===== src/rtl/sll_seq_pkg.sv =====
// sll_seq_pkg: default sizes, shift-amount/step widths and FSM states shared by the sll_seq files
package sll_seq_pkg;
  localparam int DEF_WIDTH = 32;
  localparam int DEF_STEP = 1;
  localparam int SHAMT_W = $clog2(DEF_WIDTH);
  localparam int STEP_W = $clog2(DEF_STEP) + 1;
  typedef enum logic [1:0] {IDLE, SHIFT, DONE} state_t;
endpackage


===== src/rtl/sll_step.sv =====
// sll_step: combinational left shift (i_rot=0) or left rotate (i_rot=1) of i_data by i_k in 0..STEP into o_data
module sll_step #(
  parameter int WIDTH = 32,
  parameter int STEP = 1
) (
  input  logic [WIDTH-1:0]     i_data,
  input  logic [$clog2(STEP):0] i_k,
  input  logic                 i_rot,
  output logic [WIDTH-1:0]     o_data
);
  assign o_data = (i_data << i_k) | (i_rot ? i_data >> (WIDTH - int'(i_k)) : '0);
endmodule


===== src/rtl/sll_seq.sv =====
// sll_seq: multi-cycle left shifter, up to STEP bits/cycle; in: clk rst in_valid data shiftBits out_ready (rot if SLL_SEQ_ROTATE_EN); out: in_ready out_valid sdata
module sll_seq import sll_seq_pkg::*; #(
  parameter int WIDTH = DEF_WIDTH,
  parameter int STEP = DEF_STEP
) (
  input  logic             clk,
  input  logic             rst,
  input  logic             in_valid,
  output logic             in_ready,
  input  logic [WIDTH-1:0] data,
  input  logic [31:0]      shiftBits,
  output logic             out_valid,
  input  logic             out_ready,
  output logic [WIDTH-1:0] sdata
`ifdef SLL_SEQ_ROTATE_EN
  ,
  input  logic             rot
`endif
);
  localparam int SW = $clog2(WIDTH);
  localparam int KW = $clog2(STEP) + 1;
  state_t r_state, w_next;
  logic [WIDTH-1:0] r_work, r_sdata, w_step;
  logic [SW-1:0] r_rem, w_amt;
  logic [KW-1:0] w_k;
  logic r_rot, w_rot, w_accept, w_last, w_unused;
`ifdef SLL_SEQ_ROTATE_EN
  assign w_rot = rot;
`else
  assign w_rot = 1'b0;
`endif
  assign w_unused = ^shiftBits[31:SW];
  assign w_amt = shiftBits[SW-1:0];
  assign w_accept = in_valid && in_ready;
  assign w_k = (r_rem >= SW'(STEP)) ? KW'(STEP) : KW'(r_rem);
  assign w_last = r_rem == SW'(w_k);
  assign in_ready = r_state == IDLE;
  assign out_valid = r_state == DONE;
  assign sdata = r_sdata;
  sll_step #(.WIDTH(WIDTH), .STEP(STEP)) u_step (
    .i_data(r_work),
    .i_k(w_k),
    .i_rot(r_rot),
    .o_data(w_step)
  );
  always_comb begin
    w_next = r_state;
    w_next = r_state == IDLE  ? (w_accept ? (w_amt != '0 ? SHIFT : DONE) : IDLE) :
             r_state == SHIFT ? (w_last ? DONE : SHIFT) :
                                (out_ready ? IDLE : DONE);
  end
  always_ff @(posedge clk) begin
    if (rst) begin
      r_state <= IDLE;
      r_work <= '0;
      r_rem <= '0;
      r_rot <= 1'b0;
      r_sdata <= '0;
    end else begin
      r_state <= w_next;
      if (w_accept) begin
        r_work <= data;
        r_rem <= w_amt;
        r_rot <= w_rot;
        if (w_amt == '0) r_sdata <= data;
      end else if (r_state == SHIFT) begin
        r_work <= w_step;
        r_rem <= r_rem - SW'(w_k);
        if (w_last) r_sdata <= w_step;
      end
    end
  end
endmodule

===== config.mk =====
export PLATFORM = sky130hd
export DESIGN_NAME = sll_seq
export DESIGN_NICKNAME = d
export VERILOG_FILES = /design/src/rtl/sll_seq_pkg.sv /design/src/rtl/sll_step.sv /design/src/rtl/sll_seq.sv
export SDC_FILE = /design/constraint.sdc
export NUM_CORES = 1
export LEC_CHECK = 0
export ABC_CLOCK_PERIOD_IN_PS = 3650
export BUFFER_PORTS_ARGS = -buffer_cell sky130_fd_sc_hd__buf_2
export CAP_MARGIN = 15
export CELL_PAD_IN_SITES_DETAIL_PLACEMENT = 0
export CELL_PAD_IN_SITES_GLOBAL_PLACEMENT = 1
export CORE_ASPECT_RATIO = 0.8
export CORE_MARGIN = 2
export CORE_UTILIZATION = 30
export CTS_CLUSTER_DIAMETER = 80
export DETAILED_ROUTE_END_ITERATION = 6
export PLACE_DENSITY = 0.67
export SLEW_MARGIN = 10
export SYNTH_ARGS = -nofsm -noshare
export SYNTH_HDL_FRONTEND = slang
export SYNTH_HIERARCHICAL = 1
export SYNTH_SLANG_ARGS = --single-unit
export TNS_END_PERCENT = 100

===== constraint.sdc =====
create_clock -name clk -period 3.65 [get_ports clk]
set_input_delay 0.5475 -clock clk [delete_from_list [all_inputs] [get_ports clk]]
set_output_delay 0.5475 -clock clk [all_outputs]
set_load 0.05 [all_outputs]

==> results.sh <==
export IMPL_status="finished, final reports clean"
export IMPL_io_buffer_count=74
export IMPL_p_sw_uw=905
export IMPL_avgRoutedWirePerCell_um=15.2
export IMPL_r2r_setup_slack_ps=1350
export IMPL_drc_errors=0
export IMPL_drtIter0Drc=108
export IMPL_cp_data_required_time_ps=3840
export IMPL_holdCritStartpoint="shiftBits[0]"
export IMPL_synth_edf_count=0
export IMPL_clockBufferDepth=2
export IMPL_setup_violations=0
export IMPL_whs_endpoint="r_rem[0]"
export IMPL_end_kind="flop"
export IMPL_post_cts_buffers=0
export IMPL_dieWidth_um=127
export IMPL_cts_sinks=71
export IMPL_antenna_found_initial=0
export IMPL_rows=35
export IMPL_switching_share=0.325
export IMPL_postRouteAntennaNets=0
export IMPL_p_per_area_nw_per_um2=636
export IMPL_register_area_um2=1420
export IMPL_power_share_clock=0.344
export IMPL_netlist_area_um2=3650
export IMPL_overflow=0
export IMPL_min_path_type="in2reg"
export IMPL_clk_pin_slew_ps=60
export IMPL_r2r_start="r_rem[2]"
export IMPL_cts_made_buffers=9
export IMPL_ir_drop_v=0.000280
export IMPL_path_class="reg2reg"
export IMPL_hold_viol=0
export IMPL_p_int_mw=1.88
export IMPL_syn_avg_cell_area_um2=10.4
export IMPL_clock_skew_ps=5.22
export IMPL_fin_cells=563
export IMPL_area_growth_pct=20.0
export IMPL_antenna_cells=0
export IMPL_via_per_inst=4.91
export IMPL_hpwlAfterDp_um=5690
export IMPL_seq_power_share=0.343
export IMPL_yosys_warnings=6
export IMPL_timing_final_crit_share=0.630
export IMPL_n_fill_cell=1171
export IMPL_p_leak_nw=1.92
export IMPL_die_area_um2=13100
export IMPL_worstRegToRegCells=8
export IMPL_fmax_ghz=0.435
export IMPL_drive_gt1_frac=0.395
export IMPL_totalWireLength_um=8540
export IMPL_pwr_share_comb=0.313
export IMPL_gp_congestion=0.721
export IMPL_yosys_register_bits=71
export IMPL_clk_latency_ps=330
export IMPL_grt_pass1_vias=2802
export IMPL_arrival_ps=2490
export IMPL_cts_tree="built"
export IMPL_fin_nets=480
export IMPL_multi_input_area_um2=1990
export IMPL_syn_nets=420
export IMPL_r2r_end="sdata[4]"
export IMPL_coreArea_um2=11700
export IMPL_cts_root_buf="clkbuf_16"
export IMPL_fin_setup_tns_ps=0
export IMPL_drt_pass1_iter_count=4
export IMPL_slew_headroom=0.531
export IMPL_grt_usage=0.136
export IMPL_fp_dieH_um=103
export IMPL_start_util=0.312
export IMPL_cts_repair_resized=0
export IMPL_worstHoldPathCells=3
export IMPL_startpoint="r_rem[2]"
export IMPL_start_kind="flop"
export IMPL_h_tree_depth=3
export IMPL_grt_max_degree=39
export IMPL_seq_area_frac_synth=0.390
export IMPL_tightest_slew_ps=704
export IMPL_io_pins=102
export IMPL_rsz0062_at_grt="no"
export IMPL_cp_max_fo=13
export IMPL_vias=2762
export IMPL_ys_flop_type="dfxtp_1"
export IMPL_async_flop_share=0
export IMPL_cap_viol_max_count=0
export IMPL_syn_instance_count=350
export IMPL_finalMaxSlewViolations=0
export IMPL_final_util=0.374
export IMPL_period_minus_slack_ps=2300
export IMPL_holdBufCountCts=0
export IMPL_grt_pass1_wl_um=14000
export IMPL_synth_cell_types=35
export IMPL_dp_cells=547
[flip-flops by register name, summed over array words and instances, names as in the netlist]
register,flops
r_work,32
sdata,32
r_rem,5
r_state,2
[through the flow]
step	hold slack, ps	worst slack, ps	power (mW)	cell area [µm²]
4_1_cts	491	1330	2.81	4370
3_5_place_dp	509	1290	1.85	4050
5_1_grt	527	1140	2.93	4370
3_3_place_gp	501	1300	1.84	4050
2_1_floorplan	485	1700	1.72	3650
6_report	503	1350	2.78	4370
[critical path, cell delays in order (launching register included)]
cell	delay [ps]
dfxtp_1	360
nor3_1	420
a21oi_1	190
inv_1	90
ha_1	150
and3_1	160
or2_2	370
buf_4	310
a211oi_2	90
[power groups by stage]
stage | Clock (mW) | Sequential [mW] | Combinational, mW
finish | 0.959 | 0.955 | 0.870
global placement | 0 | 0.969 | 0.867
floorplan | 0 | 1.09 | 0.636
CTS | 0.980 | 0.956 | 0.879
global route | 1.02 | 0.971 | 0.946
detailed placement | 0 | 0.972 | 0.876
[kinds of logic (layout without fill, tap and decap cells)]
family | count (synthesis) | count (layout) | synth area share
compound gates | 76 | 76 | 0.191
fa+ha+maj | 2 | 2 | 0.00686
buf+inv | 38 | 103 | 0.0673
flops | 71 | 71 | 0.390
mux | 64 | 64 | 0.216
other cells | 1 | 1 | 0.00103
simple gates | 98 | 98 | 0.128
[worst max path at each step]
stage | endpoint | slack, ps | cells after the start
4_1_cts | sdata[4] | 1330 | 8
3_3_place_gp | sdata[5] | 1300 | 6
3_5_place_dp | sdata[6] | 1290 | 6
2_1_floorplan | sdata[17] | 1700 | 6
6_report | sdata[4] | 1350 | 8
5_1_grt | sdata[6] | 1140 | 8
[placed cells by master, fill, tap and decap left out, types with 2 or more instances in the layout]
cell / netlist / routed
nor2_1: 40 / 39
o21ai_0: 3 / 3
nand3_1: 3 / 3
a211oi_1: 37 / 37
a211oi_2: 29 / 29
bufinv_16: 0 / 2
nor3_1: 35 / 35
clkbuf_16: 0 / 9
mux2_4: 28 / 28
clkbuf_1: 15 / 2
mux2i_1: 32 / 32
inv_1: 4 / 4
clkbuf_8: 0 / 2
a21oi_1: 4 / 4
or2_2: 1 / 2
buf_2: 7 / 74
buf_4: 4 / 9
nor2b_1: 3 / 3
mux2_2: 4 / 4
dfxtp_1: 71 / 71
nand2_1: 7 / 6
ha_1: 2 / 2
[layer usage]
metal	wire, µm	track usage	share of wire
met5	0	0	0
met4	92	0.0541	0.011
met3	468	0.0467	0.055
met2	3650	0.205	0.43
met1	4330	0.180	0.51
[Yosys cell counts, types with 7 or more instances]
cell type	count	share of area
dfxtp_1	71	0.39
nor2_1	40	0.041
a211oi_1	37	0.076
nor3_1	35	0.048
mux2i_1	32	0.088
a211oi_2	29	0.10
mux2_4	28	0.12
clkbuf_1	15	0.015
buf_2	7	0.0096
nand2_1	7	0.0072
[area by class of cell]
cell class	instances	area share
inverters	4	0.00343
multi-input cells	241	0.455
clock buffers	13	0.0595
flip-flops and latches	71	0.325
repair buffers	83	0.100
well taps	148	0.0423
clock inverters	3	0.0149
Power figures use the tool's default switching activity.
